## src/rtl/jtag_pkg.sv

```systemverilog
// Shared definitions for the JTAG register bridge: instruction codes,
// per-instruction data-register lengths and the bus FSM state encoding.
// No ports; imported by jtag_dr_shifter and jtag_reg_bridge.
package jtag_pkg;

  typedef enum logic [2:0] {
    IR_BYPASS = 3'd0,
    IR_IDCODE = 3'd1,
    IR_ADDR   = 3'd2,
    IR_WRITE  = 3'd3,
    IR_READ   = 3'd4,
    IR_STATUS = 3'd5
  } ir_code_t;

  localparam int unsigned DR_LEN_BYPASS = 1;
  localparam int unsigned DR_LEN_IDCODE = 32;
  localparam int unsigned DR_LEN_ADDR   = 8;
  localparam int unsigned DR_LEN_WRITE  = 16;
  localparam int unsigned DR_LEN_READ   = 17;
  localparam int unsigned DR_LEN_STATUS = 8;

  typedef enum logic [1:0] {
    ST_IDLE    = 2'd0,
    ST_WR_PEND = 2'd1,
    ST_RD_PEND = 2'd2
  } bus_state_t;

  // Bit position that receives tdi during a shift; unknown codes act as BYPASS.
  function automatic logic [4:0] dr_msb(input logic [2:0] ir);
    case (ir)
      IR_IDCODE: dr_msb = 5'(DR_LEN_IDCODE - 1);
      IR_ADDR:   dr_msb = 5'(DR_LEN_ADDR - 1);
      IR_WRITE:  dr_msb = 5'(DR_LEN_WRITE - 1);
      IR_READ:   dr_msb = 5'(DR_LEN_READ - 1);
      IR_STATUS: dr_msb = 5'(DR_LEN_STATUS - 1);
      default:   dr_msb = 5'(DR_LEN_BYPASS - 1);
    endcase
  endfunction

endpackage

```

## src/rtl/jtag_dr_shifter.sv

```systemverilog
// Purpose: 32-bit data-register shifter with per-instruction capture and length.
// Latency: capture/shift take effect on the tck edge that samples the strobe; tdo is combinational from sr[0].
// Backpressure: none; the virtual TAP strobes are always accepted.
// Ports: tck/rst clock+sync reset; tdi/tdo serial data; ir current instruction;
//        cdr/sdr capture/shift strobes; addr..status capture sources; upd_dat low 16 bits of SR for update.
module jtag_dr_shifter
  import jtag_pkg::*;
#(
  parameter logic [31:0] ID_VALUE = 32'h4B340001
) (
  input  logic        tck,
  input  logic        rst,
  input  logic        tdi,
  input  logic [2:0]  ir,
  input  logic        cdr,
  input  logic        sdr,
  input  logic [7:0]  addr,
  input  logic [15:0] wdata,
  input  logic        rd_valid,
  input  logic [15:0] rd_hold,
  input  logic [7:0]  status,
  output logic [15:0] upd_dat,
  output logic        tdo
);

  logic [31:0] sr;
  logic [31:0] cap_val;
  logic [31:0] shift_val;

  always_comb begin
    cap_val = '0;
    case (ir)
      IR_IDCODE: cap_val = ID_VALUE;
      IR_ADDR:   cap_val = {24'b0, addr};
      IR_WRITE:  cap_val = {16'b0, wdata};
      IR_READ:   cap_val = {15'b0, rd_valid, rd_hold};
      IR_STATUS: cap_val = {24'b0, status};
      default:   cap_val = '0;
    endcase
  end

  // Right shift; tdi enters at the top of the active register length so
  // after exactly 'length' shifts the scanned-in word sits at sr[len-1:0].
  always_comb begin
    shift_val = sr >> 1;
    shift_val[dr_msb(ir)] = tdi;
  end

  always_ff @(posedge tck) begin
    if (rst) begin
      sr <= '0;
    end else if (cdr) begin
      sr <= cap_val;
    end else if (sdr) begin
      sr <= shift_val;
    end
  end

  assign tdo     = sr[0];
  assign upd_dat = sr[15:0];

endmodule

```

## src/rtl/jtag_reg_bridge.sv

```systemverilog
// Purpose: virtual-JTAG to 8-bit-address/16-bit-data register bus bridge.
// Latency: bus request is registered, asserted the cycle after UDR/UIR; released the cycle after ack or timeout.
// Backpressure: one access in flight; requests while busy are dropped and flag overrun_err.
// Ports: tck/rst clock+sync reset; tdi/tdo, ir_in/ir_out, vs_* virtual TAP interface;
//        bus_addr/bus_wdata/bus_wr/bus_rd request, bus_ack/bus_rdata completion.
module jtag_reg_bridge
  import jtag_pkg::*;
#(
  parameter logic [31:0] ID_VALUE = 32'h4B340001,
  parameter int          TIMEOUT  = 255
) (
  input  logic        tck,
  input  logic        rst,
  input  logic        tdi,
  output logic        tdo,
  input  logic [2:0]  ir_in,
  output logic [2:0]  ir_out,
  input  logic        vs_cdr,
  input  logic        vs_sdr,
  input  logic        vs_udr,
  input  logic        vs_cir,
  input  logic        vs_uir,
  output logic [7:0]  bus_addr,
  output logic [15:0] bus_wdata,
  output logic        bus_wr,
  output logic        bus_rd,
  input  logic        bus_ack,
  input  logic [15:0] bus_rdata
);

  localparam int CW = (TIMEOUT < 2) ? 1 : $clog2(TIMEOUT + 1);
  localparam logic [CW-1:0] TMO = CW'(TIMEOUT);

  bus_state_t    state;
  logic [CW-1:0] cnt;
  logic [7:0]    addr;
  logic [7:0]    addr_nxt;
  logic          addr_nxt_vld;
  logic [15:0]   wdata;
  logic [15:0]   rd_hold;
  logic          rd_valid;
  logic          timeout_err;
  logic          overrun_err;
  logic          busy;
  logic [7:0]    status;
  logic [15:0]   upd_dat;
  logic          wr_req;
  logic          rd_req;
  logic          addr_upd;
  logic          stat_upd;
  logic          tmo_hit;

  assign busy     = (state != ST_IDLE);
  assign status   = {4'b0, timeout_err, overrun_err, rd_valid, busy};
  assign wr_req   = vs_udr && (ir_in == IR_WRITE);
  assign rd_req   = vs_uir && (ir_in == IR_READ);
  assign addr_upd = vs_udr && (ir_in == IR_ADDR);
  assign stat_upd = vs_udr && (ir_in == IR_STATUS);
  // cnt counts completed pending cycles; this cycle is the TIMEOUT-th one.
  assign tmo_hit  = (cnt == TMO - 1'b1);

  assign bus_addr  = addr;
  assign bus_wdata = wdata;

  jtag_dr_shifter #(
    .ID_VALUE (ID_VALUE)
  ) u_shifter (
    .tck      (tck),
    .rst      (rst),
    .tdi      (tdi),
    .ir       (ir_in),
    .cdr      (vs_cdr),
    .sdr      (vs_sdr),
    .addr     (addr),
    .wdata    (wdata),
    .rd_valid (rd_valid),
    .rd_hold  (rd_hold),
    .status   (status),
    .upd_dat  (upd_dat),
    .tdo      (tdo)
  );

  always_ff @(posedge tck) begin
    if (rst) begin
      state        <= ST_IDLE;
      cnt          <= '0;
      addr         <= '0;
      addr_nxt     <= '0;
      addr_nxt_vld <= 1'b0;
      wdata        <= '0;
      rd_hold      <= '0;
      rd_valid     <= 1'b0;
      timeout_err  <= 1'b0;
      overrun_err  <= 1'b0;
      ir_out       <= '0;
      bus_wr       <= 1'b0;
      bus_rd       <= 1'b0;
    end else begin
      if (vs_cir) begin
        ir_out <= {timeout_err | overrun_err, rd_valid, busy};
      end

      // Write-one-to-clear; a flag set later in this block still wins.
      if (stat_upd) begin
        if (upd_dat[3]) timeout_err <= 1'b0;
        if (upd_dat[2]) overrun_err <= 1'b0;
      end

      case (state)
        ST_IDLE: begin
          cnt <= '0;
          if (addr_upd) addr <= upd_dat[7:0];
          if (wr_req) begin
            wdata  <= upd_dat;
            state  <= ST_WR_PEND;
            bus_wr <= 1'b1;
          end else if (rd_req) begin
            rd_valid <= 1'b0;
            state    <= ST_RD_PEND;
            bus_rd   <= 1'b1;
          end
        end

        default: begin
          // wdata is left untouched so the bus sees a stable request.
          if (wr_req || rd_req) overrun_err <= 1'b1;

          if (bus_ack || tmo_hit) begin
            state        <= ST_IDLE;
            bus_wr       <= 1'b0;
            bus_rd       <= 1'b0;
            cnt          <= '0;
            addr_nxt_vld <= 1'b0;
            // A user-written address deferred during the access overrides the increment.
            if (addr_upd)          addr <= upd_dat[7:0];
            else if (addr_nxt_vld) addr <= addr_nxt;
            else if (bus_ack)      addr <= addr + 8'd1;
            if (bus_ack && state == ST_RD_PEND) begin
              rd_hold  <= bus_rdata;
              rd_valid <= 1'b1;
            end
            if (!bus_ack) timeout_err <= 1'b1;
          end else begin
            cnt <= cnt + 1'b1;
            if (addr_upd) begin
              addr_nxt     <= upd_dat[7:0];
              addr_nxt_vld <= 1'b1;
            end
          end
        end
      endcase
    end
  end

endmodule

```

## config.mk

```make
export PLATFORM = sky130hd
export DESIGN_NAME = jtag_reg_bridge
export DESIGN_NICKNAME = d
export VERILOG_FILES = /design/src/rtl/jtag_pkg.sv /design/src/rtl/jtag_dr_shifter.sv /design/src/rtl/jtag_reg_bridge.sv
export SDC_FILE = /design/constraint.sdc
export NUM_CORES = 1
export LEC_CHECK = 0
export CAP_MARGIN = 20
export CORE_ASPECT_RATIO = 0.7
export CORE_MARGIN = 8
export CORE_UTILIZATION = 55
export CTS_CLUSTER_DIAMETER = 60
export DETAILED_ROUTE_END_ITERATION = 7
export MAX_ROUTING_LAYER = met4
export PLACE_DENSITY = 0.79
export REMOVE_ABC_BUFFERS = 1
export SYNTH_ARGS = -nofsm -noshare
export SYNTH_HDL_FRONTEND = slang
export SYNTH_SLANG_ARGS = --single-unit
```

## constraint.sdc

```tcl
create_clock -name tck -period 2.1 [get_ports tck]
set_clock_uncertainty 0.15 [all_clocks]
set_input_delay 0.42 -clock tck [delete_from_list [all_inputs] [get_ports tck]]
set_output_delay 0.42 -clock tck [all_outputs]
set_load 0.01 [all_outputs]
```

# == After elaboration in Yosys (flattened, before gate mapping) ==
# Index checks and enable logic that the tools add are counted.
# classes
n_reduce_logical,25
n_mux,39
bitwise,3
magnitude_cmp,2
add_sub_neg,2
n_eq_ne,13
# ops
cell,n
31-bit case mux with 5 select lines,1
32-bit 2-to-1 mux,2
8-bit 2-to-1 mux,6
32-bit bitwise mux,1
1-bit 2-to-1 mux,23
5-bit case mux with 4 select lines,1
"8-bit by 1-bit adder with 8-bit output, second input constant",2
3-bit AND reduction,4
2-bit nonzero test,5
"8-bit == test, second input constant",1
2-bit 2-to-1 mux,4
"2-bit inequality test, second input constant",4
2-bit AND reduction,4
"3-bit by 2-bit == test with 1-bit output, second input constant",2
"3-bit == test, second input constant",2
1-bit logical AND,6
"5-bit by 6-bit less-than comparator with 1-bit output, second input constant",1
1-bit demux with 5-bit select,1
"5-bit by 1-bit >= comparator with 1-bit output, second input constant",1
"4-bit inequality test, second input constant",1
4-bit AND reduction,1
"3-bit by 1-bit == test with 1-bit output, second input constant",1
"3-bit inequality test, second input constant",1
3-bit OR reduction,1
other kinds (6),8
# totals
output_inout_bits,30
reg_bits,99
wordCells,98

# == Longest topological paths before layout ==
# Gate-level depths: netlist of the first run.
# depth
ltp_word,10
mapped_depth,8

# == By module ==
# Synthesis of the first run repeated with hierarchy kept, for this count alone.
# unflattened
cells_unflattened,543
hier_area_um2,4658.2
# by_module_without_submodules
module,cells_each,n_inst,area_per_inst_um2
jtag_reg_bridge,333,1,2738.9
jtag_dr_shifter,210,1,1919.3

# == Least setup slack after synthesis of the first run ==
# Ideal clock, no wire load.
# synth_timing
path_type,input-to-reg
start,in ir_in[2]
end,"reg addr[0], in the netlist bus_addr[0]"
path_slack_ps,209
cell_stages,7
arrival_time_ps,1653
path_buffers,2
cell_sequence,buf_6 -> and4bb_2 -> nor3_1 -> nor3_4 -> buf_6 -> nor2_1 -> a311oi_2
# synth_between
elab_chain_len,5
# synth_lines
item,line,text
"start, declared",jtag_reg_bridge.sv:16,"input logic [2:0] ir_in,"
3-bit by 2-bit == test with 1-bit output (*),jtag_reg_bridge.sv:57,assign addr_upd = vs_udr && (ir_in == IR_ADDR);
1-bit logical AND (*),jtag_reg_bridge.sv:57,
8-bit 2-to-1 mux,jtag_reg_bridge.sv:135,if (addr_upd) addr <= upd_dat[7:0];
8-bit 2-to-1 mux,jtag_reg_bridge.sv:128,if (bus_ack || tmo_hit) begin
8-bit 2-to-1 mux,jtag_reg_bridge.sv:109,case (state)
"end signal, assigned",jtag_reg_bridge.sv:135,
"end signal, assigned",jtag_reg_bridge.sv:136,else if (addr_nxt_vld) addr <= addr_nxt;
"end signal, assigned",jtag_reg_bridge.sv:137,else if (bus_ack) addr <= addr + 8'd1;
"end, declared",jtag_reg_bridge.sv:36,logic [7:0] addr;
# Every way passes the cells marked *; elsewhere a longest branch is shown, timed or not. The select of a mux whose other input is x is not followed.
# A chain may end at the register's enable or synchronous reset.

# == Worst setup path after layout of the first run ==
# layout_timing
start,in ir_in[2]
end,"reg addr[3], in the netlist bus_addr[3]"
# The elaborated chain is that of the path after synthesis.

==> results.json, run 1 <==
{
  "finalMaxSlewViolations": 0,
  "max_stage_delay_ns": 0.53,
  "tightest_slew_ns": 0.503,
  "worst_slack_ns": 0.0708,
  "first_iter_violations": 465,
  "chipHeight_um": 91.6,
  "cts_hold_buf": 0,
  "dp.cells": 704,
  "wl_um": 12500,
  "layout.cells.non_filler": 720,
  "pwr-share-comb_pct": 10.3,
  "dp_hpwl_um": 8660,
  "std_cell_rows": 27,
  "path_class": "input pin to flop",
  "grt_pass1_wl_um": 20800,
  "overflow": 0,
  "cpMaxStageDelayCell": "clkdlybuf4s50_1",
  "cp-end-kind": "flop",
  "final_util_pct": 72.0,
  "rsz0062_at_grt": "false",
  "fmax_mhz": 493,
  "grt_max_degree": 36,
  "status": "completed",
  "ir_drop_v": 0.000595,
  "p_int_mw": 3.08,
  "cts_root_buffer": "clkbuf_16",
  "start_kind": "input pin",
  "ioPinCount": 58,
  "drtPass1Iterations": 5,
  "die_area_um2": 11400,
  "pre_cts_slack_ns": -0.334,
  "ys_seq_area_share_pct": 44.1,
  "total_power_mw": 4.07,
  "ys_types": 45,
  "cp_cell_sequence": "clkdlybuf4s50_1 > and4bb_2 > or2_1 > a21oi_1 > o21ai_0 > a311oi_1",
  "seqPwrFrac_pct": 48.5,
  "yosys_warnings": 0,
  "async_reset_ff_share_pct": 0,
  "finalCritPeriodShare_pct": 96.6,
  "ys_seq_elements": 99,
  "ys_dominant_reg_cell": "dfxtp_1",
  "yosysTopAreaCellShare_pct": 44.1,
  "via_per_inst": 5.88,
  "synth_cells": 545,
  "vias": 4236,
  "synthTopCellsByCount": "dfxtp_1, nand2_1, a21oi_1",
  "insertion_delay_ns": 0.36,
  "clkSinkCount": 99,
  "synth_area_per_cell_um2": 8.24,
  "placed_area_um2": 5370,
  "cts_tree": "built",
  "power.density_nw_per_um2": 715,
  "clock_power_share_pct": 41.2,
  "min_period_ns": 2.03,
  "slew_headroom_pct": 66.4,
  "track_usage_pct": 23.5,
  "worst-path-max-fanout": 7,
  "sw_frac_of_total_pct": 24.3,
  "core_um2": 7910,
  "synth-edff-count": 0,
  "cts_resized": 0,
  "drive_gt1_share_pct": 11.3,
  "cp.arrival_ns": 2.13,
  "yosysTopAreaCell": "dfxtp_1",
  "setup_viol": 0,
  "io_buffers": 57,
  "critPathRequiredTime_ns": 2.20,
  "grt_pass1_vias": 4154,
  "cts_inserted_buffers": 9,
  "cts_max_level": 3,
  "syn2layout_area_growth_pct": 26.8,
  "fin_area_um2": 5690,
  "cap_violations": 0,
  "num_antenna_cells": 0,
  "clk_pin_slew_worst_paths_ns": 0.07,
  "hold_violations": 0,
  "yosysMostFrequentCell": "dfxtp_1",
  "synth_area_um2": 4490,
  "wire_per_inst_um": 17.3,
  "post_cts_buffers": 0,
  "antenna_found_initial": 0,
  "start_util_pct": 56.8,
  "hp-class": "flop to flop",
  "cts_buffer_depth": 2,
  "antenna_left": 0,
  "p_sw_mw": 0.991,
  "dieWidth_um": 124,
  "drcViolationCount": 0,
  "nets": 645,
  "leakagePower_nw": 2.10,
  "place_congestion": 0.880,
  "synth_area_leaders": "dfxtp_1, nand2_1, a21oi_1, a211oi_1, mux2i_1"
}
==> path summary, 6_finish.rpt <==
path            endpoint  slack (ns)  cells after the start        from
max          bus_addr[3]        0.07                      6    ir_in[2]
min           rd_hold[9]        0.31                      2  rd_hold[9]
max reg2reg  bus_addr[3]        0.25                      9      cnt[0]
min reg2reg   rd_hold[9]        0.31                      2  rd_hold[9]
==> critical path: cells and delay by family <==
| kind | cells | cell delay [ns] |
|---|---|---|
| simple gates | 2 | 0.62 |
| compound gates | 3 | 0.56 |
| buf+inv | 1 | 0.53 |
==> cells by family (layout without fill, tap and decap cells) <==
logic type | Yosys count | in the layout | share of synthesized area (%)
xor+xnor | 12 | 12 | 2.34
simple gates | 220 | 220 | 22.6
mux | 22 | 22 | 4.93
compound gates | 140 | 140 | 20.2
buf+inv | 49 | 123 | 4.90
fa+ha+maj | 3 | 3 | 0.836
flops | 99 | 99 | 44.1
==> final cells by class <==
| class | count | area [µm²] |
|---|---|---|
| fill | 619 | 2210 |
| clock inverter | 6 | 65.1 |
| sequential | 99 | 1980 |
| multi-input combinational | 397 | 2300 |
| inverter | 6 | 22.5 |
| clock buffer | 10 | 239 |
| timing repair buffer | 101 | 961 |
| tap | 101 | 126 |
==> power by group through the flow <==
| stage | combinational, mW | sequential (mW) | clock (mW) |
|---|---|---|---|
| 3_5_place_dp | 0.410 | 2.01 | 0 |
| 2_1_floorplan | 0.154 | 2.00 | 0 |
| 4_1_cts | 0.414 | 1.97 | 1.70 |
| 3_3_place_gp | 0.398 | 2.01 | 0 |
| 5_1_grt | 0.455 | 1.98 | 1.78 |
| 6_report | 0.418 | 1.97 | 1.68 |
==> layer usage <==
metal | share of wire [%] | global-route usage (%) | wire length (µm)
met1 | 47 | 30.3 | 5850
met2 | 45 | 35.3 | 5630
met5 | 0 | - | 0
met3 | 6.3 | 5.19 | 784
met4 | 1.5 | 8.39 | 189
==> registers in the layout (all words and copies together), names as in the netlist <==
signal and count:
timeout_err 1, addr_nxt 8, bus_rd 1, bus_wr 1, addr_nxt_vld 1, rd_hold 16
overrun_err 1, u_shifter.sr 32, rd_valid 1, bus_addr 8, ir_out 3, bus_wdata 16
cnt 8, state 2
==> through the flow <==
| step | setup TNS, ns | hold WS [ns] |
|---|---|---|
| after floorplan | 0 | 0.280 |
| after global placement | -5.82 | 0.295 |
| after detailed placement | -7.59 | 0.299 |
| after CTS | 0 | 0.308 |
| after global routing | 0 | 0.333 |
| final | 0 | 0.314 |
==> cells in the final DEF, fill, tap and decap left out, types with 6 or more instances in the layout <==
master           netlist  routed
xor2_1                 6       6
o21ai_0               12      12
xnor2_1                6       6
nand3_1                8       8
clkbuf_16              0       9
nor2_1                53      53
nor3_1                14      14
a211oi_1              36      36
a21oi_1               59      59
a22oi_1               10      10
nor2b_1               24      23
inv_1                  6       6
clkdlybuf4s50_1        0      52
buf_4                  0      39
dfxtp_1               99      99
mux2i_1               21      21
nand2_1               94      94
(Power assumes the default switching activity.)
==> inputs of run 2 (changes only) <==
--- a/config.mk
+++ b/config.mk
@@ -5,11 +5,9 @@
 export SDC_FILE = /design/constraint.sdc
 export NUM_CORES = 1
 export LEC_CHECK = 0
-export CAP_MARGIN = 20
 export CORE_ASPECT_RATIO = 0.7
 export CORE_MARGIN = 8
 export CORE_UTILIZATION = 55
-export CTS_CLUSTER_DIAMETER = 60
 export DETAILED_ROUTE_END_ITERATION = 7
 export MAX_ROUTING_LAYER = met4
 export PLACE_DENSITY = 0.79
==> results of run 2 <==
The final DEF is identical to that of run 1; final timing and power are the same.
==> inputs of run 3 (changes only) <==
--- a/config.mk
+++ b/config.mk
@@ -5,7 +5,7 @@
 export SDC_FILE = /design/constraint.sdc
 export NUM_CORES = 1
 export LEC_CHECK = 0
-export CORE_ASPECT_RATIO = 0.7
+export CORE_ASPECT_RATIO = 0.9
 export CORE_MARGIN = 8
 export CORE_UTILIZATION = 55
 export DETAILED_ROUTE_END_ITERATION = 7
==> run 3 against run 2 <==
Net effect: critical path depth fell by 5; largest cell class unchanged; sequential cell count did not move; maximum frequency barely moved; global-route usage fell by 2.0 points; first-iteration DRC count fell by 51%.
==> results.json, run 3 (synthesis results as in run 1) <==
{
  "nets": 645,
  "status": "completed",
  "hp-class": "flop to flop",
  "antenna_found_initial": 0,
  "use_met2_pct": 34.6,
  "cts_tree": "built",
  "critPathRequiredTime_ns": 1.53,
  "largest_register_ffs": 32,
  "std_cell_rows": 31,
  "rsz0062_at_grt": "false",
  "hold_violations": 0,
  "min_period_ns": 2.03,
  "finalCritPeriodShare_pct": 96.6,
  "final_common_cell": "dfxtp_1",
  "grt_max_degree": 58,
  "cpMaxStageDelayCell": "clkdlybuf4s50_1",
  "max_stage_delay_ns": 0.60,
  "drive_gt1_share_pct": 11.5,
  "die_area_um2": 11300,
  "cts_inserted_buffers": 9,
  "num_antenna_cells": 0,
  "via_per_inst": 5.77,
  "tightest_slew_ns": 0.489,
  "power.density_nw_per_um2": 632,
  "hold_path_depth": 2,
  "path_delay_family": "buffers and inverters",
  "placed_area_um2": 5380,
  "cts_buffer_depth": 2,
  "fmax_mhz": 493,
  "top_register": "u_shifter.sr",
  "first_iter_violations": 230,
  "path_class": "flop to output pin",
  "grt.busiest_layer": "met2",
  "cp.arrival_ns": 1.46,
  "overflow": 0,
  "post_cts_buffers": 0,
  "ir_drop_v": 0.000331,
  "fill_cells": 659,
  "leakagePower_nw": 2.03,
  "cap_violations": 0,
  "start_util_pct": 56.2,
  "clkSinkCount": 99,
  "slew_headroom_pct": 67.4,
  "clk_pin_slew_worst_paths_ns": 0.09,
  "insertion_delay_ns": 0.37,
  "io_buffers": 57,
  "core_um2": 7990,
  "critical_path_buf_inv_count": 1,
  "setup_viol": 0,
  "drtPass1Iterations": 5,
  "track_usage_pct": 21.5,
  "vias": 4142,
  "chipHeight_um": 102,
  "dp_hpwl_um": 8390,
  "path_depth": 1,
  "grt_use_met3_pct": 4.50,
  "total_power_mw": 3.52,
  "fin_area_um2": 5580,
  "start_kind": "flop",
  "cp_cell_sequence": "clkdlybuf4s50_1",
  "cts_max_level": 3,
  "tns_ns": 0,
  "antenna_left": 0,
  "ff2ff_path_depth": 9,
  "place_congestion": 0.882,
  "syn2layout_area_growth_pct": 24.2,
  "grtUsageMet1_pct": 26.5,
  "grt_pass1_vias": 4008,
  "finalMaxSlewViolations": 0,
  "dieWidth_um": 111,
  "ioPinCount": 58,
  "cp-end-kind": "output pin",
  "wl_um": 11800,
  "worst-path-max-fanout": 6,
  "cts_root_buffer": "clkbuf_8",
  "final_util_pct": 69.8,
  "grt_pass1_wl_um": 19600,
  "final_cell_mix": "dfxtp_1, nand2_1, a21oi_1",
  "wire_per_inst_um": 16.5,
  "drcViolationCount": 0
}
run 3: metal layers:
layer	up-vias	part of all wire [%]	wire (µm)
met1	1955	45	5280
li1	2040	-	-
met2	128	48	5640
met4	0	1.7	196
met5	-	0	0
met3	19	6.0	712
run 3: stage by stage:
stage,instances,hold slack (ns),setup WS [ns]
after CTS,718,0.313,0.0288
after global routing,718,0.330,0.00367
after global placement,702,0.297,-0.327
final,718,0.313,0.0723
after floorplan,502,0.280,0.0468
after detailed placement,702,0.300,-0.347
run 3: final cells by class:
class                   instances  area [µm²]  area share (%)
repair buffers                101         971            17.4
flip-flops and latches         99        1980            35.5
clock buffers                  11         141            2.54
multi-input cells             397        2300            41.2
inverters                       6        22.5           0.404
well taps                      99         124            2.22
clock inverters                 5        37.5           0.673
run 3: report_power, final:
part | switching [mW] | total, mW | internal, mW
logic | 0.212 | 0.415 | 0.204
clock network | 0.666 | 1.13 | 0.468
registers | 0.0515 | 1.97 | 1.92
total | 0.929 | 3.52 | 2.59
run 3: final timing paths:
path | startpoint | end | slack (ns)
max reg2reg | cnt[0] | bus_addr[1] | 0.22
min | rd_hold[3] | rd_hold[3] | 0.31
min reg2reg | rd_hold[3] | rd_hold[3] | 0.31
max | bus_addr[1] | bus_addr[1] | 0.07
run 3: repair_timing:
action,CTS,global route
hold buffers,0,0
endpoints found under the setup margin,0,14
resized for setup,0,6
